## config.mk

```make
export PLATFORM = sky130hd
export DESIGN_NAME = fetch_decode_unit
export DESIGN_NICKNAME = d
export VERILOG_FILES = /design/src/rtl/fetch_decode_unit.sv
export SDC_FILE = /design/constraint.sdc
export NUM_CORES = 1
export LEC_CHECK = 0
export CAP_MARGIN = 5
export CORE_ASPECT_RATIO = 1.2
export CORE_MARGIN = 10
export CORE_UTILIZATION = 49
export DETAILED_ROUTE_END_ITERATION = 8
export PLACE_DENSITY_LB_ADDON = 0.25
export SKIP_CTS_REPAIR_TIMING = 1
export SYNTH_ARGS = -nofsm -noshare
export SYNTH_HDL_FRONTEND = slang
export SYNTH_SLANG_ARGS = --single-unit
```

## constraint.sdc

```tcl
create_clock -name clk -period 9 [get_ports clk]
set_clock_uncertainty 0.1 [all_clocks]
set_input_delay 1.35 -clock clk [delete_from_list [all_inputs] [get_ports clk]]
set_output_delay 1.35 -clock clk [all_outputs]
set_load 0.005 [all_outputs]
```

## src/rtl/fetch_decode_unit.sv

```systemverilog
// ---------------------------------------------------------------------------
// fetch_decode_unit
//
// Front end of the RV32I multi-cycle processor. It holds the program counter
// and the instruction register, splits the latched instruction into its
// fields, builds the sign-extended immediate, evaluates the conditional-branch
// condition and selects the next PC. There is no internal sequencing. The
// external controller decides when to load the IR and when to update the PC.
//
// Ports:
//   clk                 system clock, all state changes on the rising edge
//   rst_n               synchronous active-low reset
//   read_data           instruction word from the memory read port
//   ir_write            load read_data into the IR (and pc into pc_instr)
//   pc_write            load the selected next PC into pc
//   select_pc_value     1: next PC is the jump target from alu_output
//   alu_output          jal/jalr jump target computed by the ALU
//   rs1v, rs2v          register operands for the branch comparison
//   pc                  current fetch address
//   pc_instr            address of the instruction held in the IR
//   current_instruction latched instruction word
//   opcode .. funct7    decoded instruction fields
//   immediate_value     decoded, sign-extended immediate
//   branch_taken        branch condition for the instruction in the IR
// ---------------------------------------------------------------------------
module fetch_decode_unit #(
  parameter logic [31:0] RESET_PC = 32'h0000_0000,
  parameter logic [31:0] NOP_INSN = 32'h0000_0013
) (
  input  logic        clk,
  input  logic        rst_n,
  input  logic [31:0] read_data,
  input  logic        ir_write,
  input  logic        pc_write,
  input  logic        select_pc_value,
  input  logic [31:0] alu_output,
  input  logic [31:0] rs1v,
  input  logic [31:0] rs2v,
  output logic [31:0] pc,
  output logic [31:0] pc_instr,
  output logic [31:0] current_instruction,
  output logic [6:0]  opcode,
  output logic [4:0]  rd,
  output logic [2:0]  funct3,
  output logic [4:0]  rs1,
  output logic [4:0]  rs2,
  output logic [6:0]  funct7,
  output logic [31:0] immediate_value,
  output logic        branch_taken
);

  localparam logic [6:0] OP_IMM    = 7'b0010011;
  localparam logic [6:0] OP_LOAD   = 7'b0000011;
  localparam logic [6:0] OP_JALR   = 7'b1100111;
  localparam logic [6:0] OP_STORE  = 7'b0100011;
  localparam logic [6:0] OP_BRANCH = 7'b1100011;
  localparam logic [6:0] OP_LUI    = 7'b0110111;
  localparam logic [6:0] OP_AUIPC  = 7'b0010111;
  localparam logic [6:0] OP_JAL    = 7'b1101111;

  logic [31:0] next_pc;

  // Field extraction is pure wiring, so the fields follow the IR in the same
  // cycle that it is loaded.
  assign opcode = current_instruction[6:0];
  assign rd     = current_instruction[11:7];
  assign funct3 = current_instruction[14:12];
  assign rs1    = current_instruction[19:15];
  assign rs2    = current_instruction[24:20];
  assign funct7 = current_instruction[31:25];

  // Immediate generator. B and J immediates are byte offsets with an
  // implicit zero LSB. Opcodes without an immediate (R-type, fence, system)
  // produce zero.
  always_comb begin
    immediate_value = 32'h0;
    unique case (opcode)
      OP_IMM, OP_LOAD, OP_JALR:
        immediate_value = {{20{current_instruction[31]}}, current_instruction[31:20]};
      OP_STORE:
        immediate_value = {{20{current_instruction[31]}}, current_instruction[31:25],
                           current_instruction[11:7]};
      OP_BRANCH:
        immediate_value = {{19{current_instruction[31]}}, current_instruction[31],
                           current_instruction[7], current_instruction[30:25],
                           current_instruction[11:8], 1'b0};
      OP_LUI, OP_AUIPC:
        immediate_value = {current_instruction[31:12], 12'h000};
      OP_JAL:
        immediate_value = {{11{current_instruction[31]}}, current_instruction[31],
                           current_instruction[19:12], current_instruction[20],
                           current_instruction[30:21], 1'b0};
      default:
        immediate_value = 32'h0;
    endcase
  end

  // Branch condition. The reserved funct3 encodings 010 and 011 are never
  // taken, so a malformed branch falls through to pc + 4.
  always_comb begin
    branch_taken = 1'b0;
    if (opcode == OP_BRANCH) begin
      unique case (funct3)
        3'b000:  branch_taken = (rs1v == rs2v);
        3'b001:  branch_taken = (rs1v != rs2v);
        3'b100:  branch_taken = ($signed(rs1v) <  $signed(rs2v));
        3'b101:  branch_taken = ($signed(rs1v) >= $signed(rs2v));
        3'b110:  branch_taken = (rs1v <  rs2v);
        3'b111:  branch_taken = (rs1v >= rs2v);
        default: branch_taken = 1'b0;
      endcase
    end
  end

  // Next-PC selection. A jump target wins over a taken branch. The branch
  // target is relative to the instruction's own address (pc_instr), not to
  // the fetch PC, which may already have advanced. Bit 0 of jump targets is
  // cleared as jalr requires. Other misalignment passes through untouched.
  always_comb begin
    next_pc = pc + 32'd4;
    if (select_pc_value)
      next_pc = {alu_output[31:1], 1'b0};
    else if (branch_taken)
      next_pc = pc_instr + immediate_value;
  end

  // State registers. With ir_write and pc_write high together, pc_instr takes
  // the pre-edge pc and next_pc is built from the pre-edge IR.
  always_ff @(posedge clk) begin
    if (!rst_n) begin
      pc                  <= RESET_PC;
      pc_instr            <= RESET_PC;
      current_instruction <= NOP_INSN;
    end else begin
      if (ir_write) begin
        current_instruction <= read_data;
        pc_instr            <= pc;
      end
      if (pc_write)
        pc <= next_pc;
    end
  end

endmodule

```

==> impl_metrics.yaml, run 1 <==
layout:
  nFillCells: 1237
  final_common_cell: "clkdlybuf4s50_1"
  final_nets: 1370
  final_cell_mix: "clkdlybuf4s50_1, nor2_1, dfxtp_1, nand2_1, mux2i_1"
  multi_input_area_um2: 4984
  drive_gt1_share_pct: 3.738
  stdcell_count: 1381
  antenna_cells: 0
  area_growth_pct: 41.30
  ff_latch_area_um2: 1922
global_route:
  grt_overflow: 0
  grt_pass1_vias: 7668
  grt_pass1_wl_um: 42210
  grt_start_max_net_pins: 66
  antenna_found_initial: 0
  grt_util_all_layers_pct: 25.12
die:
  die_h_um: 155.6
  start_util_pct: 50.00
  die-area_um2: 20700
  core-area_um2: 15020
  placementRows: 49
  die-width_um: 133.0
  io-pin-count: 294
cts:
  clk_pin_slew_ns: 0.06
  cts_tree: "done"
  clockRootBuffer: "clkbuf_16"
  cts_buffers: 9
  cts.sinks: 96
  clock_path_buffers: 2
  cts_max_level: 3
  clock_latency_ns: 0.35
timing:
  setup_viol: 0
  max_slew.worst_pin.slew_ns: 1.147
  max-slew-margin-rel_pct: 23.52
  slew_violations: 0
  post-route-period-util_pct: 68.50
  grt_setup_unrepaired: "no"
  max_clock_freq_ghz: 0.1622
  final_hold_viol_count: 0
  setup_ws_ns: 2.835
  tns_ns: 0
  min_period_ns: 6.165
synthesis:
  synthDistinctLibCells: 68
  synth_fp_nets: 1135
  synthArstFlopShare_pct: 0
  ys_warn_count: 0
  synth_edf_count: 0
  yosysSeqAreaShare_pct: 25.59
  synth_area_um2: 7510
  synth-main-ff-cell: "dfxtp_1"
  syn_inst: 937
  synth_seq_cells: 96
  syn_avg_cell_area_um2: 8.015
setup_path:
  r2r-end: "pc[29]"
  regToRegStartpoint: "current_instruction[1]"
  endpoint_kind: "primary output"
  crit_type: "input pin to primary output"
  path_max_fanout: 25
  worstSetupStartpoint: "rs2v[31]"
  reg2reg_slack_ns: 3.90
  required_ns: 7.55
  crit_arrival_ns: 4.71
  critPathLaunchType: "input pin"
  ff2ff_path_depth: 17
min_path:
  hold_start: "pc[14]"
  worstHoldEndpoint: "pc[14]"
  hp-class: "flip-flop to flip-flop"
  holdPathStages: 2
route:
  drc: 0
  wl_per_cell_um: 19.63
  drt_wl_total_um: 27110
  vias: 7749
  dr.pass1.iters: 5
  drt_iter0_markers: 661
  vias_per_cell: 5.611
  ant_nets: 0
flow_run:
  max-cap-violations: 0
placed_design:
  place_ws_ns: 2.841
  routabilityCongestion: 0.9137
  dp.cells: 1365
  placement.io_buffers: 292
  dp_hpwl_um: 21040
power:
  p_leak_nw: 4.693
  ir_drop_uv: 74.24
  power_density_nw_per_um2: 116.7
run_status:
  outcome: "completed"
[worst max path at each step]
stage	depth (start not counted)	slack [ns]	to
finish	12	2.84	branch_taken
global route	12	2.66	branch_taken
CTS	12	2.84	branch_taken
detailed placement	12	2.84	branch_taken
global placement	12	2.85	branch_taken
floorplan	10	4.07	branch_taken
[per-layer routing]
layer  global-route usage, %  wire, um  share of wire (%)
met1                   28.18     10580                 39
met2                   45.12     13640                 50
met3                   6.443      2239                8.3
met4                   8.447       643                2.4
met5                       0         0                  0
[where the power goes]
part,internal [mW],switching [mW],total [mW]
registers,0.449,0.0365,0.485
logic,0.188,0.141,0.329
clock network,0.251,0.172,0.424
[cells by family after synthesis]
family | Yosys count | synth area share [%]
xor gates and xnor gates | 54 | 6.298
and+or+nand+nor | 289 | 18.09
muxes | 73 | 9.847
buffers and inverters | 119 | 8.047
AOI/OAI and AO/OA | 241 | 21.19
adders and majority gates | 65 | 10.93
DFF | 96 | 25.59
[per-stage QoR]
stage / hold slack, ns / total power [mW] / cell area (um^2) / utilization (%)
after floorplan: 0.3869 / 0.6486 / 7510 / -
after global routing: 0.4625 / 1.293 / 10610 / 70.65
after global placement: 0.3948 / 0.8160 / 10290 / 68.50
final: 0.4311 / 1.238 / 10610 / 70.65
after CTS: 0.4299 / 1.246 / 10610 / 70.65
after detailed placement: 0.4052 / 0.8221 / 10290 / 68.50
[cell type report]
| cell class | instances | area share [%] |
|---|---|---|
| inverter | 45 | 1.592 |
| timing repair buffer | 298 | 27.90 |
| clock inverter | 5 | 0.7428 |
| clock buffer | 11 | 2.287 |
| sequential | 96 | 18.11 |
| tap | 204 | 2.405 |
| multi-input combinational | 722 | 46.96 |
[cell usage after synthesis, types with 7 or more instances]
cell type | number | area, um^2
and3_1 | 8 | 50.05
dfxtp_1 | 96 | 1922
nand4_1 | 13 | 81.33
nor3_1 | 13 | 65.06
nor2_1 | 105 | 394.1
xnor2_1 | 33 | 289.0
o211ai_1 | 15 | 112.6
a211oi_1 | 14 | 105.1
ha_1 | 64 | 800.8
clkbuf_1 | 33 | 123.9
o21a_1 | 7 | 52.55
nand2_1 | 72 | 270.3
inv_1 | 44 | 165.2
and2_1 | 12 | 75.07
nand2b_1 | 8 | 50.05
xor2_1 | 21 | 183.9
o21ai_0 | 46 | 230.2
mux2i_1 | 71 | 710.7
a21o_1 | 38 | 285.3
a31oi_1 | 13 | 81.33
nand3_1 | 24 | 120.1
buf_4 | 33 | 247.7
a21oi_1 | 61 | 305.3
[registers in the layout (all words and copies together), names as in the netlist]
| name | flops |
|---|---|
| pc | 32 |
| current_instruction | 32 |
| pc_instr | 32 |
[critical path, stage by stage]
cell	delay [ns]
clkdlybuf4s50_1	0.45
inv_1	0.04
ha_1	0.31
a21o_1	0.21
a211oi_1	0.21
o21ai_1	0.11
o31ai_2	0.29
and3_4	0.26
mux2_4	0.31
a221oi_4	0.23
buf_4	0.36
clkdlybuf4s50_1	0.58
(Power assumes the default switching activity.)
==> run 2: changes to the inputs <==
--- a/config.mk
+++ b/config.mk
@@ -8,7 +8,7 @@
 export CAP_MARGIN = 5
 export CORE_ASPECT_RATIO = 1.2
 export CORE_MARGIN = 10
-export CORE_UTILIZATION = 49
+export CORE_UTILIZATION = 41
 export DETAILED_ROUTE_END_ITERATION = 8
 export PLACE_DENSITY_LB_ADDON = 0.25
 export SKIP_CTS_REPAIR_TIMING = 1
==> constraint.sdc (replaced) <==
create_clock -name clk -period 4.96 [get_ports clk]
set_clock_uncertainty 0.1 [all_clocks]
set_input_delay 0.744 -clock clk [delete_from_list [all_inputs] [get_ports clk]]
set_output_delay 0.744 -clock clk [all_outputs]
set_load 0.005 [all_outputs]
==> impl_metrics.yaml, run 2 (synthesis results as in run 1) <==
placed_design:
  dp_hpwl_um: 21530
  routabilityCongestion: 0.8662
  placement.io_buffers: 292
  dp.cells: 1391
  post_dp_cell_area_um2: 10390
power:
  p_sw_mw: 0.6469
  p_sw_share_pct: 28.14
  p_leak_nw: 4.735
  p_int_mw: 1.652
  power_density_nw_per_um2: 214.3
  p_clk_share_pct: 35.5
  ir_drop_uv: 176.2
  seq_power_share_pct: 38.4
  combPwrFrac_pct: 26.1
die:
  start_util_pct: 41.47
  io-pin-count: 294
  die-area_um2: 24150
  core-area_um2: 18110
  placementRows: 54
  die-width_um: 143.5
  die_h_um: 168.3
flow_run:
  max-cap-violations: 0
timing:
  slew_violations: 0
  setup_viol: 0
  max_clock_freq_ghz: 0.2135
  max-slew-margin-rel_pct: 23.15
  max_slew.worst_pin.slew_ns: 1.153
  post-route-period-util_pct: 94.44
  tns_ns: 0
  grt_setup_unrepaired: "no"
  min_period_ns: 4.684
  final_hold_viol_count: 0
route:
  vias_per_cell: 5.449
  vias: 7672
  ant_nets: 0
  drt_wl_total_um: 27000
  drc: 0
  wl_per_cell_um: 19.17
  dr.pass1.iters: 5
  drt_iter0_markers: 513
run_status:
  outcome: "completed"
cts:
  clock_latency_ns: 0.36
  cts_buffers: 9
  cts.sinks: 96
  clockRootBuffer: "clkbuf_16"
  clk_pin_slew_ns: 0.07
  clock_path_buffers: 2
  cts_tree: "done"
  cts_max_level: 3
setup_path:
  endpoint_kind: "primary output"
  critPathLaunchType: "input pin"
  path_max_fanout: 4
  required_ns: 4.12
  r2r-end: "pc[29]"
  ff2ff_path_depth: 17
  crit_type: "input pin to primary output"
  regToRegStartpoint: "current_instruction[1]"
  worstSetupStartpoint: "rs2v[31]"
  crit_arrival_ns: 3.84
  reg2reg_slack_ns: 0.49
  crit_end: "branch_taken"
global_route:
  antenna_found_initial: 1
  grt_pass1_vias: 7479
  grt_util_all_layers_pct: 21.80
  grt_pass1_wl_um: 41790
  grt_start_max_net_pins: 65
  grt_overflow: 0
layout:
  final_cell_area_um2: 10720
  nFillCells: 1658
  reg.largest.list: "current_instruction: 32 flops, pc: 32 flops, pc_instr: 32 flops"
  drive_gt1_share_pct: 4.227
  final_nets: 1376
  final_common_cell: "clkdlybuf4s50_1"
  area_growth_pct: 42.80
  stdcell_count: 1408
  final_cell_mix: "clkdlybuf4s50_1, nor2_1, dfxtp_1, nand2_1, mux2i_1"
min_path:
  hp-class: "flip-flop to flip-flop"
  holdPathStages: 2
[run 2: stage by stage]
| stage | power (mW) | util (%) | hold WS (ns) | setup slack (ns) |
|---|---|---|---|---|
| final | 2.299 | 59.22 | 0.4267 | 0.2757 |
| after global placement | 1.493 | 57.35 | 0.4061 | 0.2219 |
| after detailed placement | 1.501 | 57.35 | 0.4072 | 0.2315 |
| after global routing | 2.406 | 59.22 | 0.4703 | 0.02086 |
| after floorplan | 1.177 | - | 0.3869 | 0.8267 |
| after CTS | 2.315 | 59.21 | 0.4337 | 0.2274 |
[run 2: critical path: stages]
cell,delay [ns]
clkdlybuf4s50_1,0.45
inv_1,0.04
ha_1,0.31
a21o_1,0.21
a211oi_1,0.19
o21ai_1,0.10
o31ai_2,0.29
and3_4,0.26
mux2_4,0.31
a221oi_4,0.31
clkdlybuf4s50_1,0.62
[run 2: metal layers]
layer  GRT usage [%]  vias to the layer above  routed length (um)
li1                -                     3796                   -
met1           25.06                     3553               10840
met2           37.12                      282               13140
met3           6.389                       41                2178
met4           8.181                        0                 838
met5               0                        -                   0
[run 2: final cells by class]
type	count	area [um^2]	area share, %
Timing Repair Buffer	304	3030	28.26
Sequential cell	96	1922	17.92
Multi-Input combinational cell	722	4984	46.47
Clock inverter	6	107.6	1.003
Clock buffer	10	229.0	2.135
Tap cell	224	280.3	2.613
Inverter	45	168.9	1.575
Antenna cell	1	2.502	0.02333
[run 2: how the worst min path moves through the flow]
stage                      from          end  slack, ns
finish                   pc[14]       pc[14]       0.43
global route        pc_instr[7]  pc_instr[7]       0.47
CTS                      pc[14]       pc[14]       0.43
detailed placement        pc[0]        pc[0]       0.41
global placement    pc_instr[0]  pc_instr[0]       0.41
floorplan                pc[14]       pc[14]       0.39
[run 2: power groups by stage]
stage                     registers [mW]  clock network (mW)  logic, mW
after CTS                          0.881               0.828      0.605
final                              0.882               0.817      0.600
after detailed placement           0.899                   0      0.602
after global placement             0.898                   0      0.594
after global routing               0.890               0.858      0.658
after floorplan                    0.880                   0      0.297
